$ cat config.mk
export PLATFORM = sky130hd
export DESIGN_NAME = hc4511_scan_ctrl
export DESIGN_NICKNAME = d
export VERILOG_FILES = /design/src/rtl/hc4511_scan_ctrl.sv
export SDC_FILE = /design/constraint.sdc
export NUM_CORES = 1
export LEC_CHECK = 0
export ABC_AREA = 1
export ABC_CLOCK_PERIOD_IN_PS = 4450
export CAP_MARGIN = 20
export CORE_MARGIN = 2
export CORE_UTILIZATION = 60
export DETAILED_ROUTE_END_ITERATION = 12
export PLACE_DENSITY_LB_ADDON = 0.08
export RECOVER_POWER = 100
export SETUP_SLACK_MARGIN = 0.02
export SLEW_MARGIN = 0
export SYNTH_ARGS = -nofsm -noshare
export SYNTH_HDL_FRONTEND = slang
export SYNTH_SLANG_ARGS = --single-unit
$ cat constraint.sdc
create_clock -name clk -period 4.45 [get_ports clk]
set_clock_uncertainty 0.1 [all_clocks]
set_input_delay 0.89 -clock clk [delete_from_list [all_inputs] [get_ports clk]]
set_output_delay 0.89 -clock clk [all_outputs]
set_load 0.005 [all_outputs]
$ cat src/rtl/hc4511_scan_ctrl.sv
// Scan controller that time-multiplexes one HC_4511 BCD-to-7-segment decoder
// across DIGITS common-cathode digits. Blanking gaps between digits suppress
// ghosting; a timed lamp test and leading-zero suppression are supported.
module hc4511_scan_ctrl #(
    parameter int DIGITS    = 4,
    parameter int SCAN_DIV  = 1000,
    parameter int BLANK_CYC = 2,
    parameter int LT_CYC    = 50000
) (
    input  logic                  clk,
    input  logic                  rst_n,
    input  logic                  enable,
    input  logic [4*DIGITS-1:0]   bcd_in,
    input  logic                  load,
    input  logic                  lz_en,
    input  logic                  lt_req,
    output logic [3:0]            A,
    output logic                  LT_N,
    output logic                  BI_N,
    output logic                  LE,
    output logic [DIGITS-1:0]     dig_sel,
    output logic                  busy
);

    localparam int MAX_SB = (SCAN_DIV > BLANK_CYC) ? SCAN_DIV : BLANK_CYC;
    localparam int MAX_C  = (LT_CYC > MAX_SB) ? LT_CYC : MAX_SB;
    localparam int CNT_W  = $clog2(MAX_C + 1);
    localparam int IDX_W  = $clog2(DIGITS);

    localparam logic [CNT_W-1:0] LT_LAST    = CNT_W'(LT_CYC - 1);
    localparam logic [CNT_W-1:0] BLANK_LAST = CNT_W'(BLANK_CYC - 1);
    localparam logic [CNT_W-1:0] SHOW_LAST  = CNT_W'(SCAN_DIV - 1);
    localparam logic [IDX_W-1:0] IDX_LAST   = IDX_W'(DIGITS - 1);
    localparam logic [DIGITS-1:0] SEL_ONE   = {{(DIGITS-1){1'b0}}, 1'b1};

    typedef enum logic [1:0] {S_IDLE, S_LAMP, S_BLANK, S_SHOW} state_t;

    state_t              state_q, state_d;
    logic [CNT_W-1:0]    cnt_q, cnt_d;
    logic [IDX_W-1:0]    idx_q, idx_d;
    logic [4*DIGITS-1:0] pend_q, pend_d;
    logic [4*DIGITS-1:0] shadow_q, shadow_d;
    logic [3:0]          a_q, a_d;
    logic                lt_n_q, lt_n_d;
    logic                bi_n_q, bi_n_d;
    logic                le_q, le_d;
    logic [DIGITS-1:0]   dig_sel_q, dig_sel_d;
    logic                busy_q, busy_d;
    logic                suppress;

    // Next-state sequencing: enable beats lamp request beats the scan timers.
    always_comb begin
        state_d  = state_q;
        cnt_d    = cnt_q;
        idx_d    = idx_q;
        pend_d   = load ? bcd_in : pend_q;
        shadow_d = shadow_q;
        if (!enable) begin
            state_d = S_IDLE;
            cnt_d   = '0;
            idx_d   = '0;
        end else if (lt_req) begin
            state_d = S_LAMP;
            cnt_d   = '0;
        end else begin
            case (state_q)
                S_IDLE: begin
                    state_d = S_BLANK;
                    cnt_d   = '0;
                    idx_d   = '0;
                end
                S_LAMP: begin
                    if (cnt_q == LT_LAST) begin
                        state_d = S_BLANK;
                        cnt_d   = '0;
                        idx_d   = '0;
                    end else begin
                        cnt_d = cnt_q + CNT_W'(1);
                    end
                end
                S_BLANK: begin
                    if (cnt_q == BLANK_LAST) begin
                        state_d = S_SHOW;
                        cnt_d   = '0;
                        // Latch a whole frame only at the start of digit 0 so
                        // one scan never mixes digits from two frames.
                        if (idx_q == '0) shadow_d = pend_d;
                    end else begin
                        cnt_d = cnt_q + CNT_W'(1);
                    end
                end
                S_SHOW: begin
                    if (cnt_q == SHOW_LAST) begin
                        state_d = S_BLANK;
                        cnt_d   = '0;
                        idx_d   = (idx_q == IDX_LAST) ? '0 : idx_q + IDX_W'(1);
                    end else begin
                        cnt_d = cnt_q + CNT_W'(1);
                    end
                end
                default: state_d = S_IDLE;
            endcase
        end
    end

    // Output decode from the next state so every output flips on one edge.
    always_comb begin
        a_d       = 4'd0;
        lt_n_d    = 1'b1;
        bi_n_d    = 1'b0;
        le_d      = 1'b1;
        dig_sel_d = '0;
        busy_d    = 1'b0;
        suppress  = 1'b0;
        if (lz_en && idx_d != '0) begin
            suppress = 1'b1;
            for (int i = 0; i < DIGITS; i++) begin
                if (i >= int'(idx_d) && shadow_d[4*i +: 4] != 4'd0) suppress = 1'b0;
            end
        end
        case (state_d)
            S_LAMP: begin
                lt_n_d    = 1'b0;
                bi_n_d    = 1'b1;
                le_d      = 1'b0;
                dig_sel_d = '1;
                busy_d    = 1'b1;
            end
            S_BLANK: begin
                busy_d = 1'b1;
            end
            S_SHOW: begin
                busy_d    = 1'b1;
                le_d      = 1'b0;
                dig_sel_d = SEL_ONE << idx_d;
                bi_n_d    = ~suppress;
                a_d       = suppress ? 4'd0 : shadow_d[{idx_d, 2'b00} +: 4];
            end
            default: ;
        endcase
    end

    // State, buffers and registered decoder outputs with synchronous reset.
    always_ff @(posedge clk) begin
        if (!rst_n) begin
            state_q   <= S_IDLE;
            cnt_q     <= '0;
            idx_q     <= '0;
            pend_q    <= '0;
            shadow_q  <= '0;
            a_q       <= 4'd0;
            lt_n_q    <= 1'b1;
            bi_n_q    <= 1'b0;
            le_q      <= 1'b1;
            dig_sel_q <= '0;
            busy_q    <= 1'b0;
        end else begin
            state_q   <= state_d;
            cnt_q     <= cnt_d;
            idx_q     <= idx_d;
            pend_q    <= pend_d;
            shadow_q  <= shadow_d;
            a_q       <= a_d;
            lt_n_q    <= lt_n_d;
            bi_n_q    <= bi_n_d;
            le_q      <= le_d;
            dig_sel_q <= dig_sel_d;
            busy_q    <= busy_d;
        end
    end

    assign A       = a_q;
    assign LT_N    = lt_n_q;
    assign BI_N    = bi_n_q;
    assign LE      = le_q;
    assign dig_sel = dig_sel_q;
    assign busy    = busy_q;

endmodule
==> results of run 1 <==
-- power groups by stage --
stage / combinational (mW) / clock [mW] / sequential (mW)
global route: 0.0793 / 0.572 / 0.592
global placement: 0.0733 / 0 / 0.604
CTS: 0.0743 / 0.549 / 0.591
finish: 0.0711 / 0.536 / 0.591
detailed placement: 0.0738 / 0 / 0.604
floorplan: 0.0379 / 0 / 0.604
-- sequential cells by signal, indices dropped and copies added, names as in the netlist --
name      count
busy          1
idx_q         2
state_q       2
A             4
shadow_q     16
LT_N          1
BI_N          1
LE            1
dig_sel       4
pend_q       16
cnt_q        16
-- cells by family (layout without fill, tap and decap cells) --
family,after synthesis,in the layout
AO/OA/AOI/OAI,33,33
adder cells (fa/ha/maj),4,4
buffers and inverters,55,92
flip-flops,64,64
multiplexers,10,10
AND/OR/NAND/NOR,222,222
XOR/XNOR,6,6
-- stage by stage --
| stage | worst slack [ps] | instances |
|---|---|---|
| 3_5_place_dp | 1100 | 484 |
| 5_1_grt | 964 | 498 |
| 2_1_floorplan | 2170 | 394 |
| 6_report | 1180 | 498 |
| 3_3_place_gp | 1190 | 484 |
| 4_1_cts | 1460 | 498 |
-- how the worst min path moves through the flow --
| stage | slack (ps) | startpoint | to |
|---|---|---|---|
| floorplan | 330 | cnt_q[0]$_SDFF_PP0_ | cnt_q[0]$_SDFF_PP0_ |
| global placement | 350 | cnt_q[0]$_SDFF_PP0_ | cnt_q[0]$_SDFF_PP0_ |
| detailed placement | 360 | cnt_q[0]$_SDFF_PP0_ | cnt_q[0]$_SDFF_PP0_ |
| CTS | 380 | cnt_q[0]$_SDFF_PP0_ | cnt_q[0]$_SDFF_PP0_ |
| global route | 390 | shadow_q[7]$_SDFF_PN0_ | shadow_q[7]$_SDFF_PN0_ |
| finish | 370 | cnt_q[0]$_SDFF_PP0_ | cnt_q[0]$_SDFF_PP0_ |
-- routing by layer --
layer,GRT usage,vias to the layer above,share of wire,wire (um)
li1,-,1322,-,-
met1,0.309,1124,0.47,2850
met2,0.388,67,0.46,2780
met3,0.0881,11,0.051,308
met4,0.0952,0,0.019,112
met5,0,-,0,0
-- worst reg2reg max path, delay by kind of cell, from the launching register on --
| family | cells | cell delay [ps] |
|---|---|---|
| AO/OA/AOI/OAI | 1 | 600 |
| adder cells (fa/ha/maj) | 1 | 150 |
| buffers and inverters | 1 | 110 |
| flip-flops | 1 | 340 |
| AND/OR/NAND/NOR | 8 | 1110 |
-- area by class of cell --
class,count,area (sq um),share of cell area
multi-input combinational,275,1430,0.408
clock buffer,10,138,0.0393
sequential,64,1280,0.366
tap,67,83.8,0.0239
clock inverter,4,70.1,0.0200
inverter,45,169,0.0482
timing repair buffer,33,330,0.0943
-- synthesized netlist by cell type (all sizes together) --
master	n	area share
ha	4	0.017
dfxtp	64	0.43
nand3	21	0.041
nor4	2	0.0042
clkinv	1	0.0013
and3	1	0.0021
xnor2	3	0.0089
or3	1	0.0021
o21ai	16	0.027
o31ai	2	0.0051
nor2	84	0.12
nand4	9	0.026
mux2i	10	0.034
o2111a	1	0.0038
xor2	3	0.0089
inv	44	0.056
nand3b	4	0.010
a21oi	9	0.015
clkbuf	3	0.0038
nand2	92	0.13
buf	7	0.018
nor3	6	0.014
nor3b	1	0.0025
o21a	4	0.010
or2	1	0.0030
a31oi	1	0.0021
==> impl_metrics.env, run 1 <==
export IMPL_status="finished, final reports clean"
export IMPL_slew_limit_headroom=0.357
export IMPL_r2r_start="idx_q[0]$_SDFF_PN0_"
export IMPL_dr_total_vias=2524
export IMPL_nets=454
export IMPL_crit_chain="dlygate4sd3_1, and3_1, nand4_4, o21ai_0, nor2_1, nand2_1, nand2_1, nand3_2, nand2_1, nor2_1"
export IMPL_max_cap_viol_count=0
export IMPL_crit_start="enable"
export IMPL_antenna_found_initial=0
export IMPL_routed_wl_um=6050
export IMPL_whs_ps=366
export IMPL_synth_avg_cell_area_sq_um=7.51
export IMPL_seqPwrFrac=0.493
export IMPL_crit_path_end_kind="flop"
export IMPL_dieArea_sq_um=5510
export IMPL_placement_io_buffers=33
export IMPL_setup_tns_final_ps=0
export IMPL_fill_cells=386
export IMPL_wl_per_cell_um=12.1
export IMPL_tightest_slew_ps=963
export IMPL_start_util=0.622
export IMPL_post_cts_resized=0
export IMPL_final_cell_mix="nand2_1 (82), nor2_1 (74), dfxtp_1 (64)"
export IMPL_drt_iter0_drc=111
export IMPL_crit_path_end="A[2]$_SDFF_PP0_"
export IMPL_crit_buf_inv=1
export IMPL_tritoncts="yes"
export IMPL_power_mw=1.20
export IMPL_period_needed_ps=3270
export IMPL_p_sw_mw=0.255
export IMPL_drt_vias_per_instance=5.07
export IMPL_drive_above_1_share=0.102
export IMPL_antenna_left=0
export IMPL_clk_pin_slew_ps=70
export IMPL_yosys_mux_area_fraction=0.0338
export IMPL_areaGrowthSynthToFinish_pct=18.4
export IMPL_globalplace_congestion=0.922
export IMPL_dpl_cell_area_sq_um=3310
export IMPL_comb_power_share=0.059
export IMPL_cp_top_family="simple AND/OR/NAND/NOR gates"
export IMPL_fin_area_sq_um=3500
export IMPL_core_sq_um=4750
export IMPL_pwr_share_clk=0.447
export IMPL_hold_buffers=0
export IMPL_synthSimpleGateAreaFrac=0.356
export IMPL_track_usage=0.246
export IMPL_root_buffer="clkbuf_8"
export IMPL_p_leak_nw=1.51
export IMPL_clockBufferDepth=2
export IMPL_clk_latency_ps=350
export IMPL_r2r_end="A[2]$_SDFF_PP0_"
export IMPL_rsz0062_at_grt="false"
export IMPL_ys_seq_elements=64
export IMPL_required_ps=4630
export IMPL_io_pins=34
export IMPL_yosysSeqAreaShare=0.433
export IMPL_drc=0
export IMPL_grt_pass1_vias=2315
export IMPL_power_density_nw_per_um2=342
export IMPL_rrSetupSlack_ps=2000
export IMPL_grt_pass1_wl_um=10200
export IMPL_finalCritPeriodShare=0.735
export IMPL_cp_depth=10
export IMPL_antenna_cells=0
export IMPL_hold_path_class="flop to flop"
export IMPL_holdPathStages=1
export IMPL_synth_fa_ha_area_frac=0.0169
export IMPL_startpoint_type="primary input"
export IMPL_synth_xor_area_frac=0.0178
export IMPL_clock_sinks=64
export IMPL_fmax_mhz=306
export IMPL_synth_fp_nets=420
export IMPL_cts_setup_buffers=0
export IMPL_irDropWorstVdd_mv=0.202
export IMPL_cp_max_fo=19
export IMPL_netlist_area_sq_um=2960
export IMPL_report_final_slew_viol_count=0
export IMPL_p_int_mw=0.943
export IMPL_synth_top_family_by_area="simple AND/OR/NAND/NOR gates"
export IMPL_cts_buffers=9
export IMPL_finalSetupViolCount=0
export IMPL_r2r_cells=11
export IMPL_critical_path_most_common_cell="nand2_1"
export IMPL_arrival_ps=3450
export IMPL_synth_compound_area_frac=0.0634
export IMPL_switching_share=0.212
export IMPL_worstSetupPathType="primary input to flop"
export IMPL_cpMaxStageDelayCell="dlygate4sd3_1"
export IMPL_slowest_delay_ps=790
export IMPL_final_util=0.737
export IMPL_htreeDepth=3
export IMPL_grt_max_degree=33
export IMPL_die_w_um=74.2
export IMPL_syn_inst=394
export IMPL_die_y_um=74.2
export IMPL_hold_viol=0
export IMPL_drtPass1Iterations=4
export IMPL_yosys_warnings=0
export IMPL_yosysUniqueCellTypes=37
export IMPL_grt_overflow=0
export IMPL_layout_commonest_cell="nand2_1"
export IMPL_dp_hpwl_um=4380
export IMPL_rows=25
No activity file was read; power rests on OpenSTA's default activity.
==> run 2, diff against run 1 <==
- ABC_CLOCK_PERIOD_IN_PS: 4450 -> 3100
- CORE_UTILIZATION: 60 -> 55
- clock period: 4.45 -> 3.1 ns (I/O delays scaled with it)
==> impl_metrics.env, run 2 (synthesis gave the netlist of run 1 again) <==
export IMPL_status="finished, final reports clean"
export IMPL_power_density_nw_per_um2=473
export IMPL_dr_total_vias=2486
export IMPL_use_met2=0.356
export IMPL_instances_no_fill=506
export IMPL_layout_setup_ws_ps=457
export IMPL_tightest_slew_ps=483
export IMPL_final_cell_mix="nand2_1 (82), nor2_1 (75), dfxtp_1 (64)"
export IMPL_layout_commonest_cell="nand2_1"
export IMPL_max_cap_viol_count=0
export IMPL_grt_busiest_layer="met2"
export IMPL_dieArea_sq_um=5980
export IMPL_finalSetupViolCount=0
export IMPL_grt_pass1_wl_um=10600
export IMPL_drt_iter0_drc=101
export IMPL_grt_overflow=0
export IMPL_pwr_share_clk=0.424
export IMPL_finalCritPeriodShare=0.852
export IMPL_irDropWorstVdd_mv=0.357
export IMPL_clockBufferDepth=2
export IMPL_required_ps=3250
export IMPL_tritoncts="yes"
export IMPL_setup_tns_final_ps=0
export IMPL_start_util=0.576
export IMPL_cts_setup_buffers=0
export IMPL_drc=0
export IMPL_switching_share=0.227
export IMPL_worstSetupPathType="primary input to flop"
export IMPL_rsz0062_at_grt="false"
export IMPL_arrival_ps=2790
export IMPL_cp_max_fo=19
export IMPL_antenna_left=0
export IMPL_place_inst=491
export IMPL_drt_vias_per_instance=4.91
export IMPL_grtUsageMet3=0.0558
export IMPL_p_leak_nw=1.51
export IMPL_drive_above_1_share=0.0986
export IMPL_cts_buffers=9
export IMPL_htreeDepth=3
export IMPL_globalplace_congestion=0.894
export IMPL_nets=458
export IMPL_clk_latency_ps=350
export IMPL_hold_viol=0
export IMPL_seqPwrFrac=0.513
export IMPL_antenna_cells=0
export IMPL_drtPass1Iterations=4
export IMPL_reg_top3="cnt_q x16, pend_q x16, shadow_q x16"
export IMPL_rows=26
export IMPL_fmax_mhz=378
export IMPL_p_int_mw=1.28
export IMPL_die_y_um=77.4
export IMPL_wl_per_cell_um=11.9
export IMPL_grt_met1_usage=0.269
export IMPL_antenna_found_initial=0
export IMPL_placement_io_buffers=33
export IMPL_grt_max_degree=33
export IMPL_clk_pin_slew_ps=70
export IMPL_core_sq_um=5140
export IMPL_routed_wl_um=6010
export IMPL_clock_sinks=64
export IMPL_crit_path_end_kind="flop"
export IMPL_comb_power_share=0.063
export IMPL_post_cts_resized=0
export IMPL_startpoint_type="primary input"
export IMPL_period_needed_ps=2640
export IMPL_grt_pass1_vias=2458
export IMPL_p_sw_mw=0.375
export IMPL_hold_buffers=0
export IMPL_slew_limit_headroom=0.678
export IMPL_die_w_um=77.4
export IMPL_place_ws_ps=275
export IMPL_track_usage=0.225
export IMPL_dp_hpwl_um=4410
export IMPL_root_buffer="clkbuf_8"
export IMPL_hold_path_class="flop to flop"
export IMPL_report_final_slew_viol_count=0
export IMPL_areaGrowthSynthToFinish_pct=18.2
export IMPL_rrSetupSlack_ps=650
export IMPL_io_pins=34
==> run 2: critical path, stage by stage <==
cell and delay [ps]:
dlygate4sd3_1 570, inv_1 130, and3_1 280, nand4_4 270, inv_2 250, nand2_1 90, nand2_1 130, nand3_2 80
nor2_1 130, nand3_2 110, nand2_2 100, nor2_1 40
==> run 2: layout make-up <==
| cell class | count | area [sq um] |
|---|---|---|
| clock buffer | 11 | 141 |
| clock inverter | 4 | 45.0 |
| fill | 465 | 1640 |
| inverter | 45 | 169 |
| multi-input combinational | 275 | 1420 |
| sequential | 64 | 1280 |
| tap | 70 | 87.6 |
| timing repair buffer | 37 | 353 |
==> run 2: path summary, 6_finish.rpt <==
check,start,end,depth (start not counted)
worst min register to register,shadow_q[7]$_SDFF_PN0_,shadow_q[7]$_SDFF_PN0_,2
worst max register to register,cnt_q[0]$_SDFF_PP0_,A[2]$_SDFF_PP0_,15
worst min-delay path,shadow_q[7]$_SDFF_PN0_,shadow_q[7]$_SDFF_PN0_,2
worst max-delay path,lt_req,A[2]$_SDFF_PP0_,12
==> run 2: stage by stage <==
| step | hold WS [ps] | cell area (sq um) | utilization | total power, mW |
|---|---|---|---|---|
| floorplan | 333 | 2960 | - | 0.921 |
| global placement | 350 | 3340 | 0.650 | 0.976 |
| detailed placement | 361 | 3340 | 0.650 | 0.977 |
| CTS | 373 | 3530 | 0.687 | 1.67 |
| global route | 395 | 3500 | 0.680 | 1.71 |
| finish | 370 | 3500 | 0.680 | 1.65 |
==> run 2: per-layer routing <==
layer | routed length [um] | part of all wire
met1 | 2840 | 0.47
met2 | 2780 | 0.46
met3 | 206 | 0.034
met4 | 182 | 0.030
met5 | 0 | 0
==> run 2: power groups by stage <==
stage | Combinational, mW | Clock (mW) | Sequential, mW
3_3_place_gp | 0.109 | 0 | 0.867
3_5_place_dp | 0.110 | 0 | 0.867
5_1_grt | 0.116 | 0.740 | 0.849
6_report | 0.104 | 0.701 | 0.848
4_1_cts | 0.111 | 0.712 | 0.848
2_1_floorplan | 0.0544 | 0 | 0.866
==> run 3, diff against run 2 <==
- CTS_CLUSTER_DIAMETER: default -> 50
==> results of run 3 <==
Final layout, timing and power as in run 2 (identical DEF).
